==> src/rtl/kamus_pkg.sv <==
// Shared CSR definitions for the kamus core: address map, access ops and fixed values.
// The decoder, EX stage and CSR file all import this package.
package kamus_pkg;

  typedef enum logic [11:0] {
    CSR_MSTATUS   = 12'h300,
    CSR_MISA      = 12'h301,
    CSR_MTVEC     = 12'h305,
    CSR_MSCRATCH  = 12'h340,
    CSR_MEPC      = 12'h341,
    CSR_MCAUSE    = 12'h342,
    CSR_MCYCLE    = 12'hB00,
    CSR_MINSTRET  = 12'hB02,
    CSR_MCYCLEH   = 12'hB80,
    CSR_MINSTRETH = 12'hB82,
    CSR_MHARTID   = 12'hF14
  } csr_t;

  typedef enum logic [1:0] {
    CSR_W = 2'd0,
    CSR_S = 2'd1,
    CSR_C = 2'd2
  } csr_op_t;

  localparam logic [31:0] MISA_VALUE = 32'h4000_0100;

  function automatic logic csr_is_ro(logic [11:0] addr);
    return (addr == CSR_MISA) || (addr == CSR_MHARTID);
  endfunction

endpackage

==> src/rtl/kamus_csr_counter64.sv <==
// 64-bit free-running counter with independently writable 32-bit halves.
// A write to either half takes precedence over the increment in that cycle.
module kamus_csr_counter64 (
  input  logic        clk_i,
  input  logic        rst_i,
  input  logic        inc_i,
  input  logic        we_lo_i,
  input  logic        we_hi_i,
  input  logic [31:0] wdata_i,
  output logic [63:0] count_o
);

  logic [63:0] count_q, count_d;

  always_comb begin
    count_d = count_q;
    if (we_lo_i) begin
      count_d[31:0] = wdata_i;
    end else if (we_hi_i) begin
      count_d[63:32] = wdata_i;
    end else if (inc_i) begin
      count_d = count_q + 64'd1;
    end
  end

  always_ff @(posedge clk_i) begin
    if (rst_i) begin
      count_q <= '0;
    end else begin
      count_q <= count_d;
    end
  end

  assign count_o = count_q;

endmodule

==> src/rtl/kamus_csr.sv <==
// Machine-mode CSR file: combinational read of the old value, read-modify-write at the edge,
// trap entry / mret handling of mstatus/mepc/mcause, and the mcycle/minstret counters.
module kamus_csr
  import kamus_pkg::*;
#(
  parameter logic [31:0] HART_ID     = 32'h0,
  parameter logic [31:0] MTVEC_RESET = 32'h0000_0000
) (
  input  logic        clk_i,
  input  logic        rst_i,
  input  logic        csr_en_i,
  input  logic [11:0] csr_addr_i,
  input  logic [1:0]  csr_op_i,
  input  logic        csr_we_i,
  input  logic [31:0] csr_wdata_i,
  output logic [31:0] csr_rdata_o,
  output logic        csr_illegal_o,
  input  logic        retire_i,
  input  logic        trap_i,
  input  logic [31:0] trap_cause_i,
  input  logic [31:0] trap_pc_i,
  input  logic        mret_i,
  output logic [31:0] mtvec_o,
  output logic [31:0] mepc_o,
  output logic        mie_o
);

  logic        mie_q, mie_d, mpie_q, mpie_d;
  logic [31:0] mtvec_q, mtvec_d, mscratch_q, mscratch_d;
  logic [31:0] mepc_q, mepc_d, mcause_q, mcause_d;
  logic [63:0] mcycle, minstret;
  logic [31:0] old_val, wr_val;
  logic        implemented, wr_en, trap_block;

  always_comb begin
    implemented = 1'b1;
    old_val     = '0;
    case (csr_addr_i)
      CSR_MSTATUS:   old_val = {24'b0, mpie_q, 3'b0, mie_q, 3'b0};
      CSR_MISA:      old_val = MISA_VALUE;
      CSR_MTVEC:     old_val = mtvec_q;
      CSR_MSCRATCH:  old_val = mscratch_q;
      CSR_MEPC:      old_val = mepc_q;
      CSR_MCAUSE:    old_val = mcause_q;
      CSR_MCYCLE:    old_val = mcycle[31:0];
      CSR_MCYCLEH:   old_val = mcycle[63:32];
      CSR_MINSTRET:  old_val = minstret[31:0];
      CSR_MINSTRETH: old_val = minstret[63:32];
      CSR_MHARTID:   old_val = HART_ID;
      default:       implemented = 1'b0;
    endcase
  end

  always_comb begin
    case (csr_op_i)
      CSR_W:   wr_val = csr_wdata_i;
      CSR_S:   wr_val = old_val | csr_wdata_i;
      CSR_C:   wr_val = old_val & ~csr_wdata_i;
      default: wr_val = old_val;
    endcase
  end

  assign csr_rdata_o   = old_val;
  assign csr_illegal_o = csr_en_i & (~implemented | (csr_we_i & csr_is_ro(csr_addr_i)));
  assign wr_en         = csr_en_i & csr_we_i & ~csr_illegal_o;
  // Trap entry and mret own mstatus/mepc/mcause in their cycle; software writes there are lost.
  assign trap_block    = trap_i | mret_i;

  always_comb begin
    mie_d      = mie_q;
    mpie_d     = mpie_q;
    mtvec_d    = mtvec_q;
    mscratch_d = mscratch_q;
    mepc_d     = mepc_q;
    mcause_d   = mcause_q;
    if (wr_en) begin
      case (csr_addr_i)
        CSR_MSTATUS: begin
          mie_d  = wr_val[3];
          mpie_d = wr_val[7];
        end
        CSR_MTVEC:    mtvec_d    = wr_val & ~32'h3;
        CSR_MSCRATCH: mscratch_d = wr_val;
        CSR_MEPC:     mepc_d     = wr_val & ~32'h3;
        CSR_MCAUSE:   mcause_d   = wr_val;
        default: ;
      endcase
    end
    if (trap_block) begin
      mie_d    = mie_q;
      mpie_d   = mpie_q;
      mepc_d   = mepc_q;
      mcause_d = mcause_q;
    end
    if (trap_i) begin
      mepc_d   = trap_pc_i & ~32'h3;
      mcause_d = trap_cause_i;
      mpie_d   = mie_q;
      mie_d    = 1'b0;
    end else if (mret_i) begin
      mie_d  = mpie_q;
      mpie_d = 1'b1;
    end
  end

  always_ff @(posedge clk_i) begin
    if (rst_i) begin
      mie_q      <= 1'b0;
      mpie_q     <= 1'b0;
      mtvec_q    <= MTVEC_RESET & ~32'h3;
      mscratch_q <= '0;
      mepc_q     <= '0;
      mcause_q   <= '0;
    end else begin
      mie_q      <= mie_d;
      mpie_q     <= mpie_d;
      mtvec_q    <= mtvec_d;
      mscratch_q <= mscratch_d;
      mepc_q     <= mepc_d;
      mcause_q   <= mcause_d;
    end
  end

  kamus_csr_counter64 u_mcycle (
    .clk_i   (clk_i),
    .rst_i   (rst_i),
    .inc_i   (1'b1),
    .we_lo_i (wr_en && (csr_addr_i == CSR_MCYCLE)),
    .we_hi_i (wr_en && (csr_addr_i == CSR_MCYCLEH)),
    .wdata_i (wr_val),
    .count_o (mcycle)
  );

  kamus_csr_counter64 u_minstret (
    .clk_i   (clk_i),
    .rst_i   (rst_i),
    .inc_i   (retire_i),
    .we_lo_i (wr_en && (csr_addr_i == CSR_MINSTRET)),
    .we_hi_i (wr_en && (csr_addr_i == CSR_MINSTRETH)),
    .wdata_i (wr_val),
    .count_o (minstret)
  );

  assign mtvec_o = mtvec_q;
  assign mepc_o  = mepc_q;
  assign mie_o   = mie_q;

endmodule

==> config.mk <==
export PLATFORM = sky130hd
export DESIGN_NAME = kamus_csr
export DESIGN_NICKNAME = d
export VERILOG_FILES = /design/src/rtl/kamus_pkg.sv /design/src/rtl/kamus_csr_counter64.sv /design/src/rtl/kamus_csr.sv
export SDC_FILE = /design/constraint.sdc
export NUM_CORES = 1
export LEC_CHECK = 0
export ABC_CLOCK_PERIOD_IN_PS = 2850
export BUFFER_PORTS_ARGS = -buffer_cell sky130_fd_sc_hd__buf_2
export CAP_MARGIN = 15
export CORE_ASPECT_RATIO = 1.75
export CORE_MARGIN = 3
export CORE_UTILIZATION = 30
export CTS_CLUSTER_DIAMETER = 80
export CTS_CLUSTER_SIZE = 24
export DETAILED_ROUTE_END_ITERATION = 8
export GPL_TIMING_DRIVEN = 0
export PLACE_DENSITY_LB_ADDON = 0.08
export SYNTH_ARGS = -nofsm -noshare
export SYNTH_HDL_FRONTEND = slang
export SYNTH_SLANG_ARGS = --single-unit
==> constraint.sdc <==
create_clock -name clk_i -period 2.85 [get_ports clk_i]
set_clock_uncertainty 0.1 [all_clocks]
set_input_delay 0.1425 -clock clk_i [delete_from_list [all_inputs] [get_ports clk_i]]
set_output_delay 0.1425 -clock clk_i [all_outputs]
set_load 0.01 [all_outputs]
==> out/metrics.yaml, run 1 <==
status: "finished with violations"
violations: "setup timing"
nets: 2611
hp-class: "in2reg"
postRouteAntennaNets: 0
via_per_inst: 6.76
synth_cell_types: 92
ys_ff_latch: 254
synthArstFlopShare_pct: 0
antenna_found_initial: 13
p_per_area_nw_per_um2: 368
die_area_um2: 57600
vias: 21600
cp_top_family: "buffers and inverters"
synthAdderAreaFrac_pct: 0.153
period_needed_ns: 2.92
slowest_stage: "o32ai_1"
drt_iter0_drc: 2277
fin_crit_sh_pct: 102
finalPower_uw: 7810
synthMuxAreaShare_pct: 4.47
cts_tree: "built"
drv_cap: 0
fin_area_um2: 21200
htreeDepth: 1
wl_per_cell_um: 40.2
start_util_pct: 30.6
clk_pin_slew_ns: 0.10
finalHoldViolCount: 0
ir_drop_uv: 438
p_leak_uw: 0.00746
grt_max_degree: 25
syn_to_final_growth_pct: 29.3
cp.arrival_ns: 2.68
crit_chain: "buf_2, clkbuf_2, clkbuf_2, nor2b_1, a22oi_1, o32ai_1, nand2_1, nand4_1, buf_2"
cp_num_buf_inv: 4
synth.cell_area_um2: 16400
yosysSeqAreaShare_pct: 31.0
synth-xor-area-share_pct: 2.51
remaining_drc_errors: 0
numCtsBuffers: 16
yosys_warnings: 0
p_int_uw: 5250
grt_pass1_vias: 20600
wl_met2_mm: 59.0
synth_area_per_cell_um2: 7.66
wl_met3_mm: 10.1
grt_pass1_wl_mm: 172
drtPass1Iterations: 6
die_width_um: 183
maxSlewHeadroom_pct: 19.2
p_sw_share_pct: 32.8
final_util_pct: 39.5
wl_met1_mm: 44.2
dieHeight_um: 315
highest_layer: "met5"
crit_type: "in2out"
cpPeakStageDelay_ns: 0.76
p_seq_share_pct: 47.6
grt.overflow.total: 0
rsz0062_at_grt: "true"
synth_compound_area_share_pct: 28.3
wirelength_mm: 128
switchingPower_uw: 2560
p_clk_share_pct: 36.3
rrSetupSlack_ns: -0.01
setup_tns_ns: -0.573
end_kind: "primary output"
combinationalPowerShare_pct: 16.1
tightest_slew_ns: 1.20
cp.required_ns: 2.61
synth_cells: 2142
place_congestion: 1.07
timing.hold.ws_ns: 0.0181
cts.sinks: 254
setup_slack_ns: -0.0695
synth-edff-count: 0
clk_latency_ns: 0.58
start_kind: "input pin"
synth_flop_cell: "dfxtp_1"
post-dp-hpwl_mm: 100
std_cell_rows: 112
grt_usage_pct: 42.7
io_buffers: 207
ioPinCount: 215
drive_gt1_share_pct: 22.5
synth_top_family_by_area: "compound AO/OA/AOI/OAI gates"
place_area_um2: 18700
root_buffer: "clkbuf_16"
setup_viol: 20
core_region_area_um2: 53700
fmax_mhz: 343
final_common_cell: "buf_2"
timing.critical_path.fanout_max: 10
final_cell_mix: "buf_2, dfxtp_1, nand2_1, nor2_1, a21oi_1"
drv_slew: 0
cts_max_path_buffers: 3
yosys.area_share.simple_pct: 27.9
==> power by group through the flow <==
stage	combinational [uW]	sequential, uW	clock [uW]
global route	1260	3710	2920
CTS	1190	3710	2860
floorplan	429	3740	0
global placement	1020	3790	0
detailed placement	1070	3790	0
finish	1250	3720	2840
==> layout make-up <==
cell class,count,area [um2]
antenna,10,25.0
buffer,172,893
clock buffer,18,439
clock inverter,9,104
fill,5667,32500
inverter,46,173
multi-input combinational,1667,11200
sequential,254,5120
tap,684,856
timing repair buffer,335,2360
==> stage by stage <==
step	worst slack, ns	instances
2_1_floorplan	0.226	2145
3_3_place_gp	-3.30	3036
3_5_place_dp	-1.83	3059
4_1_cts	-0.130	3171
5_1_grt	-0.0279	3185
6_report	-0.0695	3195
==> worst reg2reg max path, cell delays in order (launching register included) <==
cell	delay, ns
dfxtp_1	0.41
mux2i_1	0.69
o32ai_1	0.26
o41ai_4	0.80
buf_8	0.25
o32a_1	0.17
a21oi_1	0.06
==> synth_stat cells (all sizes together) (24+ instances only) <==
library cell,number,area share [%]
o22ai,30,1.1
nor2,212,4.9
a21oi,107,3.3
a211oi,92,4.2
nand2,209,4.8
dfxtp,254,31
or3,28,1.1
and3,24,0.92
a31oi,47,1.8
nand4,85,3.2
clkbuf,117,2.7
mux2i,62,3.8
xnor2,26,1.4
a22oi,43,2.0
nand3,87,2.7
inv,45,1.0
o21ai,93,2.8
nor3,50,1.7
buf,61,1.9
nor4,59,2.6
==> timing repair <==
| item | CTS | global route |
|---|---|---|
| buffers inserted | 22 | 14 |
| resized for setup | 170 | 96 |
| hold buffers | 67 | 1 |
| pin swaps | 12 | 12 |
| endpoints found under the setup margin | 284 | 123 |
| hold endpoints to repair | 67 | 1 |
| gates cloned | 0 | 0 |
==> sequential cells by signal, summed over array words and instances (netlist names) <==
signal	count
u_mcycle.count_o	64
mcause_q	32
u_minstret.count_o	64
mepc_o	30
mpie_q	1
mscratch_q	32
mtvec_o	30
mie_o	1
==> worst paths after layout <==
| path | start | end | cells after the start |
|---|---|---|---|
| setup / recovery | csr_addr_i[1] | csr_rdata_o[7] | 9 |
| hold / removal | csr_wdata_i[1] | mscratch_q[1] | 5 |
| setup reg to reg | u_mcycle.count_o[2] | u_minstret.count_o[34] | 6 |
| hold reg to reg | mcause_q[1] | mcause_q[1] | 2 |
==> metal layers <==
metal	vias up	global-route usage [%]
met1	10600	46.6
met3	501	7.42
li1	8914	-
met2	1580	70.3
met4	4	38.5
met5	-	0
==> cells by family (layout without fill, tap and decap cells) <==
group | count (synthesis) | in the layout
xor+xnor | 47 | 47
compound gates | 658 | 658
flops | 254 | 254
buf+inv | 224 | 580
fa+ha+maj | 2 | 2
mux | 72 | 72
other cells | 1 | 14
simple gates | 884 | 884
Note: power is estimated with default switching activity, not from simulation.
==> run 2: changes to the inputs <==
--- a/config.mk
+++ b/config.mk
@@ -18,4 +18,5 @@
 export PLACE_DENSITY_LB_ADDON = 0.08
 export SYNTH_ARGS = -nofsm -noshare
 export SYNTH_HDL_FRONTEND = slang
+export SYNTH_HIERARCHICAL = 1
 export SYNTH_SLANG_ARGS = --single-unit
==> run 2 against run 1 <==
  * Synthesized cell count shrank 2.2%
  * Register-to-register slack about the same
  * Count of clock-buffer cells in the layout unchanged
  * Highest routed layer unchanged
  * Global-route usage is 8.3 points lower
  * Core utilization decreased by 0.44 points
  * Fmax rose by 0.40%
  * Setup slack improved by 0.012 ns
  * Die area grew 0.24%
  * Via count decreased by 7.9%
  * Power is 0.42% lower
  * The flow still finishes with violations (setup timing)
  * Routed wire length decreased by 19%
==> out/metrics.yaml, run 2 <==
status: "finished with violations"  # unchanged
violations: "setup timing"  # unchanged
grt_pass1_wl_mm: 143  # was 172 mm
grt.overflow.total: 0  # unchanged
synthMuxAreaShare_pct: 6.09  # was 4.47%
synthAdderAreaFrac_pct: 0.152  # was 0.153%
synthTopCellsByCount: "dfxtp_1, nor2_1, nand2_1"  # unchanged
finalHoldViolCount: 0  # unchanged
synth-xor-area-share_pct: 3.14  # was 2.51%
post-dp-hpwl_mm: 82.1  # was 100 mm
post-synth-top-area-cell: "dfxtp_1"  # unchanged
synthArstFlopShare_pct: 0  # unchanged
syn_to_final_growth_pct: 27.9  # was 29.3%
wl_per_cell_um: 33.1  # was 40.2 um
via_per_inst: 6.28  # was 6.76
end_kind: "flop"  # was primary output
rsz0062_at_grt: "true"  # unchanged
grt_pass1_vias: 19100  # was 20600
multiInputGateArea_um2: 10900  # was 11200 um2
synth_cells: 2094  # was 2142
yosysSeqAreaShare_pct: 30.9  # was 31.0%
drv_slew: 0  # unchanged
wirelength_mm: 105  # was 128 mm
fin_crit_sh_pct: 102  # about the same
drv_cap: 0  # unchanged
seq_area_um2: 5110  # was 5120 um2
setup_viol: 4  # was 20
io_buffers: 201  # was 207
std_cell_rows: 112  # unchanged
nFillCells: 5669  # was 5667
synth_top_area_share_pct: 30.9  # was 31.0%
synthTopCellsByArea: "dfxtp_1, a22oi_1, a211oi_1, nor2_1, mux2i_1"  # was dfxtp_1, nor2_1, nand2_1, a211oi_1, mux2i_1
period_needed_ns: 2.91  # was 2.92 ns
ir_drop_uv: 317  # was 438 uV
clk_latency_ns: 0.57  # was 0.58 ns
numCtsBuffers: 16  # unchanged
nets: 2589  # was 2611
ioPinCount: 215  # unchanged
remaining_drc_errors: 0  # unchanged
synth_top_family_by_area: "simple AND/OR/NAND/NOR gates"  # was compound AO/OA/AOI/OAI gates
grt_max_degree: 25  # unchanged
start_util_pct: 30.6  # about the same
cp.required_ns: 3.19  # was 2.61 ns
root_buffer: "clkbuf_16"  # unchanged
synth.cell_area_um2: 16400  # about the same
final_util_pct: 39.1  # was 39.5%
drive_gt1_share_pct: 23.0  # was 22.5%
postRouteAntennaNets: 0  # unchanged
setup_slack_ns: -0.0579  # was -0.0695 ns
timing.hold.ws_ns: 0.000347  # was 0.0181 ns
synth_cell_types: 96  # was 92
final_common_cell: "dfxtp_1"  # was buf_2
synth-edff-count: 0  # unchanged
tightest_slew_ns: 1.17  # was 1.20 ns
grt_usage_pct: 34.3  # was 42.7%
yosys.area_share.simple_pct: 26.7  # was 27.9%
p_leak_uw: 0.00788  # was 0.00746 uW
synth_area_per_cell_um2: 7.85  # was 7.66 um2
cts.sinks: 254  # unchanged
htreeDepth: 1  # unchanged
crit_type: "in2reg"  # was in2out
vias: 19900  # was 21600
num_antenna_cells: 0  # was 10
cts_tree: "built"  # unchanged
final_cell_mix: "dfxtp_1, buf_2, nor2_1, nand2_1, a22oi_1"  # was buf_2, dfxtp_1, nand2_1, nor2_1, a21oi_1
synth_most_common_cell: "dfxtp_1"  # unchanged
antenna_found_initial: 1  # was 13
clk_pin_slew_ns: 0.11  # was 0.10 ns
drt_iter0_drc: 2111  # was 2277
p_per_area_nw_per_um2: 369  # was 368 nW/um2
drtPass1Iterations: 6  # unchanged
core_region_area_um2: 53800  # was 53700 um2
yosys_warnings: 6  # was 0
die_area_um2: 57800  # was 57600 um2
dieHeight_um: 316  # was 315 um
place_congestion: 0.994  # was 1.07
maxSlewHeadroom_pct: 21.6  # was 19.2%
synth_compound_area_share_pct: 26.6  # was 28.3%
synth_flop_cell: "dfxtp_1"  # unchanged
fmax_mhz: 344  # was 343 MHz
die_width_um: 183  # about the same
cts_max_path_buffers: 3  # unchanged
timing.critical_path.fanout_max: 10  # unchanged
hp-class: "in2reg"  # unchanged
cp.arrival_ns: 3.24  # was 2.68 ns
ys_ff_latch: 254  # unchanged
start_kind: "input pin"  # unchanged
==> run 2: cell count changes after synthesis, moves of 17 or more <==
cell,change
a22oi_1,+70
nand2_1,-53
o21ai_0,-35
inv_1,+33
nor2_1,-28
and3_1,+27
a21oi_1,-25
o21ai_1,+21
mux2_2,+17
nand4_1,-17
==> run 2: repair_timing <==
action | in CTS | in global routing
setup endpoints to repair | 192 | 100
setup buffers | 41 | 18
endpoints found under the hold margin | 83 | 0
hold buffers | 96 | 0
resized for setup | 149 | 74
pin swaps | 19 | 14
==> run 2: kinds of logic (layout without fill, tap and decap cells) <==
family,count (synthesis),after routing
AO/OA/AOI/OAI,621,621
AND/OR/NAND/NOR,808,808
multiplexers,93,93
buffers and inverters,255,634
flip-flops,254,254
XOR/XNOR,59,59
other,2,7
adder cells (fa/ha/maj),2,2
==> run 2: worst paths after layout <==
path	start	to	slack [ns]	cells after the start
worst max-delay path	csr_addr_i[2]	u_minstret/count_o[60]	-0.06	12
worst min-delay path	csr_wdata_i[9]	mcause_q[9]	0.0003	4
worst max register to register	u_minstret/count_o[58]	u_mcycle/count_o[58]	0	11
worst min register to register	mscratch_q[24]	mscratch_q[24]	0.41	2
==> run 2: per-layer routing <==
| metal | wire [um] | vias to the layer above | global-route usage [%] |
|---|---|---|---|
| li1 | - | 8719 | - |
| met1 | 36300 | 9618 | 36.5 |
| met2 | 49800 | 1173 | 58.8 |
| met3 | 6760 | 361 | 4.12 |
| met4 | 11700 | 2 | 31.6 |
| met5 | 13 | - | 0 |
==> run 2: area by class of cell <==
cell class,count,share of cell area (%)
Clock inverter,8,0.476
Tap cell,684,4.07
Clock buffer,18,2.04
Buffer,169,3.98
Timing Repair Buffer,359,11.8
Sequential cell,254,24.3
Inverter,80,1.65
Multi-Input combinational cell,1590,51.7
==> run 2: power breakdown <==
part           internal (uW)  switching (uW)  leakage (uW)
registers               3620             106       0.00207
clock network           1220            1580      0.000257
logic                    456             785       0.00556
total                   5300            2470       0.00788
==> run 2: metrics by stage <==
stage	cell area, um2	power (uW)	setup slack (ns)	cells	setup TNS [ns]
floorplan	16500	4260	0.00836	2099	0
global placement	18400	4790	-2.02	2984	-267.78
detailed placement	18400	4790	-2.06	2987	-273.38
CTS	20700	7740	-0.0358	3147	-0.0358
global route	21000	7920	-0.0788	3162	-0.487
finish	21000	7770	-0.0579	3162	-0.0700
==> run 2: critical path: stages <==
cell and delay (ns):
buf_2 0.13, buf_2 0.18, nor2b_1 0.25, nand4_1 0.19
o2111ai_4 0.23, nor3_4 0.42, clkbuf_1 0.38, clkinv_2 0.31
clkbuf_2 0.30, nand3_1 0.13, a21oi_1 0.07, or3b_2 0.48
==> run 3: changes to the inputs <==
--- a/config.mk
+++ b/config.mk
@@ -14,7 +14,7 @@
 export CTS_CLUSTER_DIAMETER = 80
 export CTS_CLUSTER_SIZE = 24
 export DETAILED_ROUTE_END_ITERATION = 8
-export GPL_TIMING_DRIVEN = 0
+export MAX_ROUTING_LAYER = met4
 export PLACE_DENSITY_LB_ADDON = 0.08
 export SYNTH_ARGS = -nofsm -noshare
 export SYNTH_HDL_FRONTEND = slang
==> run 3 against run 2 <==
  * Combinational power about the same
  * Non-clock buffer count rose by 215
  * Largest cell class unchanged
  * Core utilization increased by 3.6 points
  * Sequential power hardly changed
  * Sequential share of layout area down 2.1 points
  * The flow finishes with violations (hold timing, setup timing)
  * Hold slack lost 0.0013 ns
  * Clock power up 11%
  * Critical path type is now reg2reg
  * Count of clock-buffer cells in the layout grew 2
  * Fmax increased by 0.61%
  * Setup slack better by 0.018 ns
==> out/metrics.yaml, run 3 (same netlist as run 2, synthesis figures left out) <==
clk_latency_ns: 0.56  # was 0.57 ns
place_congestion: 1.02  # was 0.994
nFillCells: 5551  # was 5669
wl_per_cell_um: 29.0  # was 33.1 um
post-dp-hpwl_mm: 78.9  # was 82.1 mm
die_width_um: 183  # unchanged
fmax_mhz: 346  # was 344 MHz
vias: 20000  # was 19900
nets: 2806  # was 2589
timing.hold.ws_ns: -0.000951  # was 0.000347 ns
cts.sinks: 254  # unchanged
root_buffer: "clkbuf_16"  # unchanged
timing.critical_path.fanout_max: 6  # was 10
grt_usage_pct: 33.6  # was 34.3%
htreeDepth: 1  # unchanged
std_cell_rows: 112  # unchanged
core_region_area_um2: 53800  # unchanged
setup_tns_ns: -0.0402  # was -0.0700 ns
drive_gt1_share_pct: 29.4  # was 23.0%
die_area_um2: 57800  # unchanged
crit_type: "reg2reg"  # was in2reg
p_per_area_nw_per_um2: 351  # was 369 nW/um2
wirelength_mm: 98.1  # was 105 mm
tightest_slew_ns: 0.971  # was 1.17 ns
finalPower_uw: 8070  # was 7770 uW
drt_iter0_drc: 1632  # was 2111
finalHoldViolCount: 2  # was 0
start_util_pct: 30.6  # unchanged
cp.arrival_ns: 3.24  # about the same
setup_slack_ns: -0.0402  # was -0.0579 ns
ioPinCount: 215  # unchanged
hp-class: "in2reg"  # unchanged
clk_pin_slew_ns: 0.11  # about the same
drtPass1Iterations: 6  # unchanged
antenna_found_initial: 3  # was 1
grt.overflow.total: 0  # unchanged
grt_pass1_vias: 19900  # was 19100
final_common_cell: "buf_4"  # was dfxtp_1
end_kind: "flop"  # unchanged
cts_tree: "built"  # unchanged
cts_max_path_buffers: 3  # unchanged
postCtsSetupBuffers: 0  # was 41
p_leak_uw: 0.00937  # was 0.00788 uW
ir_drop_uv: 331  # was 317 uV
via_per_inst: 5.91  # was 6.28
status: "finished with violations"  # unchanged
remaining_drc_errors: 0  # unchanged
violations: "hold timing, setup timing"  # was setup timing
dieHeight_um: 316  # unchanged
cpPeakStageDelay_ns: 0.67  # was 0.48 ns
cp.required_ns: 3.20  # was 3.19 ns
drv_slew: 0  # unchanged
period_needed_ns: 2.89  # was 2.91 ns
postRouteAntennaNets: 0  # unchanged
grt_max_degree: 65  # was 25
final_cell_mix: "buf_4, dfxtp_1, buf_2, nor2_1, nand2_1"  # was dfxtp_1, buf_2, nor2_1, nand2_1, a22oi_1
fin_area_um2: 23000  # was 21000 um2
syn_to_final_growth_pct: 39.6  # was 27.9%
fin_crit_sh_pct: 101  # was 102%
setup_viol: 1  # was 4
drv_cap: 0  # unchanged
final_util_pct: 42.7  # was 39.1%
rsz0062_at_grt: "false"  # was true
numCtsBuffers: 18  # was 16
maxSlewHeadroom_pct: 35.2  # was 21.6%
slowest_stage: "nor4b_2"  # was or3b_2
place_area_um2: 21400  # was 18400 um2
grt_pass1_wl_mm: 138  # was 143 mm
io_buffers: 208  # was 201
crit_chain: "nand4_1, or4_1, nor4b_2, buf_4, mux2i_1, o21ai_0"  # was buf_2, buf_2, nor2b_1, nand4_1, o2111ai_4, nor3_4, clkbuf_1, clkinv_2, clkbuf_2, nand3_1, a21oi_1, or3b_2
start_kind: "flop"  # was input pin
run 3: changes by cell type in the layout (fill, tap and decap cells not counted), moves of 16 or more:
cell	previous run	this run
clkbuf_2	36	0
buf_2	235	207
inv_1	58	77
buf_12	3	25
a22oi_1	97	113
clkbuf_1	74	0
buf_4	67	422
a22oi_2	16	0
run 3: path summary, 6_finish.rpt:
check / startpoint / endpoint / slack, ns / depth (start not counted)
worst max-delay path: u_minstret/count_o[9] / u_minstret/count_o[48] / -0.04 / 6
worst min-delay path: csr_wdata_i[2] / mtvec_o[2] / -0.001 / 4
worst max register to register: u_minstret/count_o[9] / u_minstret/count_o[48] / -0.04 / 6
worst min register to register: mscratch_q[19] / mscratch_q[19] / 0.40 / 2
run 3: final cells by class:
cell class / count / area, um2 / share of cell area [%]
Tap cell: 684 / 856 / 3.73
Inverter: 80 / 300 / 1.31
Timing Repair Buffer: 743 / 5600 / 24.4
Sequential cell: 254 / 5090 / 22.1
Antenna cell: 3 / 7.51 / 0.0327
Multi-Input combinational cell: 1590 / 10500 / 45.6
Clock buffer: 20 / 489 / 2.13
Clock inverter: 11 / 156 / 0.681
run 3: what timing repair did:
item                                    in CTS  in global routing
hold buffers                                87                  1
endpoints found under the setup margin       3                  5
endpoints found under the hold margin       74                  1
pin swaps                                    0                  1
gates resized for setup                      3                  7
run 3: where the power goes:
part	internal [uW]	switching [uW]	total, uW
registers	3620	88.7	3710
logic	538	694	1230
clock network	1420	1710	3130
run 3: critical path, delay by kind of cell (launching register included):
kind / cells / cell delay (ns)
flip-flops: 1 / 0.59
AO/OA/AOI/OAI: 1 / 0.10
buffers and inverters: 1 / 0.22
AND/OR/NAND/NOR: 3 / 1.56
multiplexers: 1 / 0.18
run 3: layer usage:
layer  track usage (%)  vias up  share of wire (%)
li1                  -     9135                  -
met2              60.6      838                 52
met1              35.1     9777                 37
met4              20.6        0                7.5
met3              2.91      257                4.4
met5                 -        -                  0
run 3: metrics by stage:
stage                     setup WS, ns  std cells
after global placement          -0.284       3263
final                          -0.0402       3385
after detailed placement        -0.304       3263
after global routing           0.00811       3383
after CTS                       0.0209       3381
after floorplan                0.00836       2099
